## config.mk

```make
export PLATFORM = sky130hd
export DESIGN_NAME = sd_cmd_sched
export DESIGN_NICKNAME = d
export VERILOG_FILES = /design/src/rtl/sd_cmd_sched.sv
export SDC_FILE = /design/constraint.sdc
export NUM_CORES = 1
export LEC_CHECK = 0
export BUFFER_PORTS_ARGS = -buffer_cell sky130_fd_sc_hd__buf_4
export CORE_AREA = 4 4 155 157
export CTS_CLUSTER_DIAMETER = 200
export DETAILED_ROUTE_END_ITERATION = 7
export DIE_AREA = 0 0 159 161
export GPL_ROUTABILITY_DRIVEN = 0
export GPL_TIMING_DRIVEN = 1
export PLACE_DENSITY = 0.84
export SYNTH_ARGS = -nofsm -noshare
export SYNTH_HDL_FRONTEND = slang
export SYNTH_SLANG_ARGS = --single-unit
```

## constraint.sdc

```tcl
create_clock -name i_clk -period 6.1 [get_ports i_clk]
set_input_delay 0.915 -clock i_clk [delete_from_list [all_inputs] [get_ports i_clk]]
set_output_delay 0.915 -clock i_clk [all_outputs]
set_load 0.1 [all_outputs]
```

## src/rtl/sd_cmd_sched.sv

```systemverilog
// ---------------------------------------------------------------------------
// sd_cmd_sched
//
// Purpose:
//   Shares one sd_cmd engine between two requesters. Port 0 is the
//   register/CPU side and port 1 is the data engine (CMD12/CMD13 and
//   similar). The scheduler:
//   - arbitrates between the two ports, alternating on ties;
//   - computes CRC7 serially over the 40 header bits;
//   - assembles the 48-bit frame into o_cb and issues it with a one-clock
//     o_cmd_pending pulse;
//   - retries response timeouts up to MAX_RETRY extra times;
//   - waits GUARD_EDGES SD clock rising edges after every ack before the
//     engine is used again;
//   - returns the final status and response to the port that owns it.
//
// Parameters:
//   MAX_RETRY    extra attempts after a timeout status (0 = never retry)
//   GUARD_EDGES  SD clock rising edges to wait after each ack (covers Nrc)
//
// Ports:
//   i_clk              host clock
//   i_reset            synchronous, active-high reset
//   i_sd_clk_rising    one-clk strobe marking each SD clock rising edge
//   i_reqN_valid       N=0,1: request, held with fields stable until done
//   i_reqN_idx         N=0,1: 6-bit command index
//   i_reqN_arg         N=0,1: 32-bit command argument
//   i_reqN_resp_len    N=0,1: 0x none, 10 48-bit, 11 136-bit response
//   o_reqN_done        N=0,1: one-clk pulse, request complete, o_res_* valid
//   o_res_status       final status: 00 ok, 01 timeout, 10 end-bit, 11 CRC
//   o_res_rb           captured 128-bit response
//   o_res_owner        port that owns o_res_*
//   o_res_retries      retries used, saturating at 3
//   o_busy             scheduler is not idle
//   o_cb               frame to sd_cmd, stable from issue until ack
//   o_cmd_resp_len     response length to sd_cmd
//   o_cmd_pending      one-clk issue pulse to sd_cmd
//   i_cmd_ack          from sd_cmd, toggles on every completion
//   i_cmd_status       status from sd_cmd
//   i_rb               response from sd_cmd
// ---------------------------------------------------------------------------
module sd_cmd_sched #(
  parameter int MAX_RETRY   = 3,
  parameter int GUARD_EDGES = 9
) (
  input  logic         i_clk,
  input  logic         i_reset,
  input  logic         i_sd_clk_rising,
  input  logic         i_req0_valid,
  input  logic [5:0]   i_req0_idx,
  input  logic [31:0]  i_req0_arg,
  input  logic [1:0]   i_req0_resp_len,
  input  logic         i_req1_valid,
  input  logic [5:0]   i_req1_idx,
  input  logic [31:0]  i_req1_arg,
  input  logic [1:0]   i_req1_resp_len,
  output logic         o_req0_done,
  output logic         o_req1_done,
  output logic [1:0]   o_res_status,
  output logic [127:0] o_res_rb,
  output logic         o_res_owner,
  output logic [1:0]   o_res_retries,
  output logic         o_busy,
  output logic [47:0]  o_cb,
  output logic [1:0]   o_cmd_resp_len,
  output logic         o_cmd_pending,
  input  logic         i_cmd_ack,
  input  logic [1:0]   i_cmd_status,
  input  logic [127:0] i_rb
);

  localparam logic [2:0] IDLE  = 3'd0;
  localparam logic [2:0] CRC   = 3'd1;
  localparam logic [2:0] ISSUE = 3'd2;
  localparam logic [2:0] WAIT  = 3'd3;
  localparam logic [2:0] GUARD = 3'd4;

  localparam logic [7:0]  MAX_RETRY_W = 8'(MAX_RETRY);
  localparam logic [15:0] GUARD_LAST  = 16'(GUARD_EDGES - 1);
  localparam bit          GUARD_NONE  = (GUARD_EDGES == 0);

  logic [2:0]   r_state;
  logic         r_owner;
  logic         r_last_owner;
  logic [5:0]   r_idx;
  logic [31:0]  r_arg;
  logic [1:0]   r_resp_len;
  logic [6:0]   r_crc;
  logic [5:0]   r_bit_cnt;
  logic [7:0]   r_retry_cnt;
  logic         r_pending_retry;
  logic [15:0]  r_guard_cnt;
  logic         r_ack_seen;
  logic         r_done0;
  logic         r_done1;
  logic [47:0]  r_cb;
  logic [1:0]   r_res_status;
  logic [127:0] r_res_rb;
  logic         r_res_owner;
  logic [1:0]   r_res_retries;

  logic         w_any_done;
  logic         w_grant;
  logic         w_grant_port;
  logic [5:0]   w_sel_idx;
  logic [31:0]  w_sel_arg;
  logic [1:0]   w_sel_resp_len;
  logic [39:0]  w_frame;
  logic         w_bit;
  logic         w_fb;
  logic [6:0]   w_crc_next;
  logic         w_crc_last;
  logic         w_ack_event;
  logic         w_retry_ok;
  logic         w_guard_exit;
  logic [1:0]   w_retries_sat;

  // Arbitration. A done pulse blocks granting for that one clock so a
  // requester that has not yet dropped valid is not served twice. On a tie
  // the port that was not served last wins; after reset that is port 1.
  always_comb begin
    w_any_done   = r_done0 | r_done1;
    w_grant      = !w_any_done && (i_req0_valid || i_req1_valid);
    w_grant_port = (i_req0_valid && i_req1_valid) ? ~r_last_owner : i_req1_valid;
    if (w_grant_port) begin
      w_sel_idx      = i_req1_idx;
      w_sel_arg      = i_req1_arg;
      w_sel_resp_len = i_req1_resp_len;
    end else begin
      w_sel_idx      = i_req0_idx;
      w_sel_arg      = i_req0_arg;
      w_sel_resp_len = i_req0_resp_len;
    end
  end

  // Serial CRC7 (x^7 + x^3 + 1) over start bit, transmission bit, index and
  // argument, MSB first. The last step's result goes straight into the
  // frame so no extra clock is spent after the 40th bit.
  always_comb begin
    w_frame    = {1'b0, 1'b1, r_idx, r_arg};
    w_bit      = w_frame[6'd39 - r_bit_cnt];
    w_fb       = w_bit ^ r_crc[6];
    w_crc_next = {r_crc[5:0], 1'b0} ^ (w_fb ? 7'h09 : 7'h00);
    w_crc_last = (r_bit_cnt == 6'd39);
  end

  // Completion and retry decisions. The ack is a toggle, so any difference
  // from the value captured at issue marks a completion. Only a timeout is
  // retried; every other status completes immediately.
  always_comb begin
    w_ack_event   = (i_cmd_ack != r_ack_seen);
    w_retry_ok    = (i_cmd_status == 2'b01) && (r_retry_cnt < MAX_RETRY_W);
    w_guard_exit  = GUARD_NONE || (i_sd_clk_rising && (r_guard_cnt == GUARD_LAST));
    w_retries_sat = (r_retry_cnt > 8'd3) ? 2'd3 : r_retry_cnt[1:0];
  end

  // Main sequencer. Reset drops any command in flight without a done pulse
  // and resynchronises the ack tracker to the engine's current toggle level.
  always_ff @(posedge i_clk) begin
    if (i_reset) begin
      r_state         <= IDLE;
      r_owner         <= 1'b0;
      r_last_owner    <= 1'b0;
      r_idx           <= 6'd0;
      r_arg           <= 32'd0;
      r_resp_len      <= 2'd0;
      r_crc           <= 7'd0;
      r_bit_cnt       <= 6'd0;
      r_retry_cnt     <= 8'd0;
      r_pending_retry <= 1'b0;
      r_guard_cnt     <= 16'd0;
      r_ack_seen      <= i_cmd_ack;
      r_done0         <= 1'b0;
      r_done1         <= 1'b0;
      r_cb            <= 48'd0;
      r_res_status    <= 2'd0;
      r_res_rb        <= 128'd0;
      r_res_owner     <= 1'b0;
      r_res_retries   <= 2'd0;
    end else begin
      r_done0 <= 1'b0;
      r_done1 <= 1'b0;
      case (r_state)
        IDLE: begin
          if (w_grant) begin
            r_owner         <= w_grant_port;
            r_idx           <= w_sel_idx;
            r_arg           <= w_sel_arg;
            r_resp_len      <= w_sel_resp_len;
            r_crc           <= 7'd0;
            r_bit_cnt       <= 6'd0;
            r_retry_cnt     <= 8'd0;
            r_pending_retry <= 1'b0;
            r_state         <= CRC;
          end
        end
        CRC: begin
          r_crc     <= w_crc_next;
          r_bit_cnt <= r_bit_cnt + 6'd1;
          if (w_crc_last) begin
            r_cb    <= {2'b01, r_idx, r_arg, w_crc_next, 1'b1};
            r_state <= ISSUE;
          end
        end
        ISSUE: begin
          r_ack_seen      <= i_cmd_ack;
          r_pending_retry <= 1'b0;
          r_state         <= WAIT;
        end
        WAIT: begin
          if (w_ack_event) begin
            r_ack_seen  <= i_cmd_ack;
            r_guard_cnt <= 16'd0;
            if (w_retry_ok) begin
              r_retry_cnt     <= r_retry_cnt + 8'd1;
              r_pending_retry <= 1'b1;
            end else begin
              r_res_status  <= i_cmd_status;
              r_res_rb      <= i_rb;
              r_res_owner   <= r_owner;
              r_res_retries <= w_retries_sat;
            end
            r_state <= GUARD;
          end
        end
        GUARD: begin
          if (w_guard_exit) begin
            if (r_pending_retry) begin
              r_state <= ISSUE;
            end else begin
              r_last_owner <= r_owner;
              r_done0      <= ~r_owner;
              r_done1      <= r_owner;
              r_state      <= IDLE;
            end
          end else if (i_sd_clk_rising) begin
            r_guard_cnt <= r_guard_cnt + 16'd1;
          end
        end
        default: begin
          r_state <= IDLE;
        end
      endcase
    end
  end

  // Output mapping. Pending and busy decode directly from the state so the
  // issue pulse is exactly the single clock spent in ISSUE.
  always_comb begin
    o_req0_done    = r_done0;
    o_req1_done    = r_done1;
    o_res_status   = r_res_status;
    o_res_rb       = r_res_rb;
    o_res_owner    = r_res_owner;
    o_res_retries  = r_res_retries;
    o_busy         = (r_state != IDLE);
    o_cb           = r_cb;
    o_cmd_resp_len = r_resp_len;
    o_cmd_pending  = (r_state == ISSUE);
  end

endmodule

```

After elaboration in Yosys (flattened, before gate mapping)
Index checks and enable logic that the tools add are counted.

Bits in registers: 266. Output and inout port bits: 187.

Add/subtract/negate cells: 4. Order comparisons: 3. Eq/ne operators: 16. Muxes and demuxes: 33. Bitwise gates (word level): 9. Reduce and logical (&&, ||, !) cells: 24.

Operators by type and width (number): $mux W16 (3); $mux W32 (1); $pmux W16 S2 (1); $mux W8 (3); $add A16 B1 Y16 const B (1); $eq A16 B4 Y1 const B (1); $pmux W8 S2 (1); $reduce_and A4 Y1 (4); $pmux W3 S5 (1); $ne A2 B2 Y1 const B (7); $pmux W7 S2 (1); $mux W3 (4); $mux W6 (2); $pmux W6 S2 (1); $reduce_bool A3 Y1 (3); $add A8 B1 Y8 const B (1); $gt A8 B2 Y1 const B (1); $lt A8 B2 Y1 const B (1); $reduce_and A2 Y1 (4); $lt A6 B7 Y1 const B (1); $mux W1 (7); $mux W7 (1); $xor A7 B4 Y7 (1); $add A6 B1 Y6 const B (1); other kinds (23) (37).

Longest topological paths before layout
Word-level depth: 7. Gate-level depth with buffers: 9. Mapped depth without buffers: 8.

Least setup slack after synthesis
No wires, ideal clock.

Path type: register to output. Start point: register r_state[2]. End point: output o_cmd_pending. Arrival time: 1.841 ns. Required time: 5.185 ns. Setup slack: 3.344 ns. Stages on the path, launching flop included: 4. Buffers on the path: 1. Cell sequence: dfxtp_1 -> buf_2 -> nand2b_1 -> nor2_1.

Word-level cells in the longest chain between the ends: 1.

Ends and longest elaborated chain: start, declared (RTL line 82) `logic [2:0] r_state;`; start signal, assigned (RTL line 161) `r_state <= IDLE;`; start signal, assigned (RTL line 194) `r_state <= CRC;`; start signal, assigned (RTL line 202) `r_state <= ISSUE;`; $eq A3 B2 Y1 (RTL line 259) `o_cmd_pending = (r_state == ISSUE);`; end, declared (RTL line 66) `output logic o_cmd_pending,`.

No other way between the ends.

Worst setup path after layout
Start point: register r_state[0]. End point: register r_res_rb[6] (netlist: o_res_rb[6]).

Word-level cells in the longest chain between the ends: 2.

Ends and longest elaborated chain: $eq A3 B2 Y1 (RTL line 183) `case (r_state)`; $reduce_and A3 Y1 (no line); end signal, assigned (RTL line 219) `r_res_rb <= i_rb;`; end, declared (RTL line 98) `logic [127:0] r_res_rb;`.

No other way between the ends. A chain may end at the register's enable or synchronous reset.

==> key figures <==
Global routing
  – GR Overflow Total: 0
  – Pin count of the biggest net entering global routing: 129
  – First-pass GRT wire length: 50700 um
  – GRT Total Usage: 0.235
  – Initial antenna violation count: 0
  – Vias in the first global route: 9810

STA
  – Clock Skews: 0.0139 ns
  – Final setup viols: 0
  – Final worst path period share: 0.496
  – Worst slew pin tran: 0.966 ns
  – Tmin final: 3.02 ns
  – RSZ-0062 raised after global routing: false
  – Hold Violations, Final: 0
  – Slew headroom: 0.355
  – Slew Limit Fails: 0
  – Setup TNS: 0 ns
  – Top achievable clock speed: 331 MHz

Critical path
  – WS Path Type: reg -> reg
  – CP arrival: 3.47 ns
  – Flop2flop setup slack: 3.08 ns
  – CP Capture Type: flip-flop
  – Worst setup SP type: flip-flop
  – Reg2reg start: r_state[0]$_SDFFE_PP0P_
  – Crit-path max FO: 79
  – R2R depth: 6
  – Worst EP required: 6.54 ns
  – Critical R2R Capture: o_res_rb[6]$_SDFFE_PP0P_

Cells and area
  – Fillers: 1845
  – Ant. Diodes: 0
  – Design area: 0.0145 sq mm
  – Most frequent cells in the layout: 409 x buf_4, 374 x nand2_1, 264 x dfxtp_1
  – Commonest non-fill, non-tap cell in the layout: buf_4
  – Nets: 1832
  – Layout cells sized above 1: 0.294
  – P&R area growth vs syn: 37.9%

Min path
  – Hold_sp: o_res_rb[95]$_SDFFE_PP0P_
  – Hold crit path type: reg -> reg
  – Hold Crit Endpoint: o_res_rb[95]$_SDFFE_PP0P_
  – WHS Path Cells: 2

Routing
  – Initial DRC count: 791
  – Total number of vias: 10176
  – Initial DRT Pass Iterations: 5
  – Vias per cell: 5.33
  – Residual DRC count: 0
  – ANT nets after route: 0
  – WL/cell: 17.0 um
  – Post-Route WL: 32500 um

Clocking
  – PostCTS Resize Cnt: 0
  – Hold_buf cts: 0
  – H-tree Lvls: 1
  – # clock sinks: 265
  – Setup bufs post-CTS: 0
  – Root buffer cell: clkbuf_16
  – Worst-skew pair later-pin latency: 0.53 ns
  – CTS tree: yes
  – CTS Buf Count: 27
  – Clk buf depth: 3
  – Worst-path clk slew: 0.06 ns

Synth
  – Synth Register Bits: 265
  – Count of flip-flops with a built-in enable after synthesis: 1
  – Mapped Cells: 1265
  – Synthesized area per cell: 8.30 sq um
  – Yosys cell types: 64
  – Synth warn: 0
  – Synthesized net count: 1487
  – Async set-reset flop share out of synthesis: 0
  – Post-Syn Area: 0.0105 sq mm
  – Sequential cell area fraction in the yosys report: 0.506
  – Main synth FF type: dfxtp_1

Die
  – IO Pins: 403
  – Die area: 0.0256 sq mm
  – Site Rows: 55
  – Die height: 161 um
  – Initial core utilization: 0.467
  – DIE WIDTH: 159 um
  – Core Area: 0.0225 sq mm

Pwr
  – Total Power: 0.00382 W
  – Worst VDD drop: 0.204 mV
  – Static leakage: 5.89 nW
  – PD cells: 264 mW/mm^2

Placed design
  – Half-perimeter wire length after placement: 23600 um
  – Placed Area: 0.0136 sq mm
  – # port buffers: 401

Run status
  – Status: finished clean

Run
  – MaxCap Viol Count: 0
==> sequential cells by signal, summed over array words and instances (netlist names) <==
register	count
r_retry_cnt	8
o_res_status	2
o_res_rb	128
r_arg	32
r_guard_cnt	16
r_state	3
o_res_retries	2
r_bit_cnt	6
r_ack_seen	1
o_req0_done	1
r_crc	7
o_res_owner	1
r_pending_retry	1
o_req1_done	1
o_cb	46
o_cmd_resp_len	2
r_idx	6
r_owner	1
r_last_owner	1
==> layout make-up <==
| type | instances | area, sq um | share of cell area |
|---|---|---|---|
| Clock buffer | 33 | 748 | 0.0517 |
| Clock inverter | 10 | 133 | 0.00916 |
| Inverter | 11 | 41.3 | 0.00285 |
| Multi-Input combinational cell | 895 | 4810 | 0.332 |
| Sequential cell | 265 | 5320 | 0.367 |
| Tap cell | 285 | 357 | 0.0246 |
| Timing Repair Buffer | 410 | 3080 | 0.213 |
==> layer usage <==
metal | vias up | global-route usage | wire, um
met5 | - | 0 | 0
met4 | 0 | 0.0832 | 1210
met3 | 71 | 0.0661 | 2670
met2 | 403 | 0.417 | 16100
met1 | 4736 | 0.273 | 12500
li1 | 4966 | - | -
==> logic make-up (layout without fill, tap and decap cells) <==
group                      after synthesis  count (layout)  share of synthesized area
and+or+nand+nor                        543             543                      0.217
AOI/OAI and AO/OA                      277             277                      0.156
DFF                                    265             265                      0.506
buffers and inverters                  105             464                     0.0403
muxes                                   53              53                     0.0615
xor gates and xnor gates                15              15                     0.0125
adders and majority gates                6               6                    0.00715
other                                    1               1                   0.000357
==> worst max-delay path by stage <==
stage,end,cells past startpoint,slack [ns],startpoint
floorplan,o_cmd_pending,3,3.34,r_state[2]$_SDFFE_PP0P_
global placement,o_res_rb[77]$_SDFFE_PP0P_,7,3.00,i_cmd_ack
detailed placement,o_res_rb[72]$_SDFFE_PP0P_,7,2.91,i_cmd_ack
CTS,o_res_rb[6]$_SDFFE_PP0P_,6,3.13,r_state[0]$_SDFFE_PP0P_
global route,o_res_rb[6]$_SDFFE_PP0P_,6,2.88,r_state[0]$_SDFFE_PP0P_
finish,o_res_rb[6]$_SDFFE_PP0P_,6,3.08,r_state[0]$_SDFFE_PP0P_
==> report_power, final <==
group          internal, W  switching, W  leakage [nW]
Clock             0.000988      0.000663         0.437
Combinational     0.000169      0.000182          3.30
Sequential         0.00178     0.0000435          2.15
==> synthesized netlist by cell type (6+ instances only) <==
library cell | count | area share
nand2_1 | 375 | 0.13
dfxtp_1 | 264 | 0.50
a21oi_1 | 198 | 0.094
nor2_1 | 83 | 0.030
clkbuf_1 | 77 | 0.028
a211oi_1 | 44 | 0.031
mux2i_1 | 42 | 0.040
nand3_1 | 19 | 0.0091
xnor2_1 | 13 | 0.011
nor3_1 | 12 | 0.0057
inv_1 | 11 | 0.0039
buf_2 | 8 | 0.0038
nor4b_1 | 8 | 0.0067
o21ai_0 | 8 | 0.0038
and3_1 | 6 | 0.0036
ha_1 | 6 | 0.0071
nor4_1 | 6 | 0.0036
==> through the flow <==
step / utilization / instances / setup slack [ns] / hold WS, ns
floorplan: - / 1265 / 3.34 / 0.440
global placement: 0.604 / 1866 / 3.00 / 0.442
detailed placement: 0.604 / 1866 / 2.91 / 0.447
CTS: 0.644 / 1909 / 3.13 / 0.455
global route: 0.644 / 1909 / 2.88 / 0.474
finish: 0.644 / 1909 / 3.08 / 0.454
==> critical path, cell delays in order (launching register included) <==
cell,delay (ns)
dfxtp_1,0.55
nand3b_1,0.26
nor2_1,0.36
and2_4,0.74
buf_4,0.59
nand2_1,0.15
a21oi_1,0.18
Note: power is estimated with default switching activity, not from simulation.
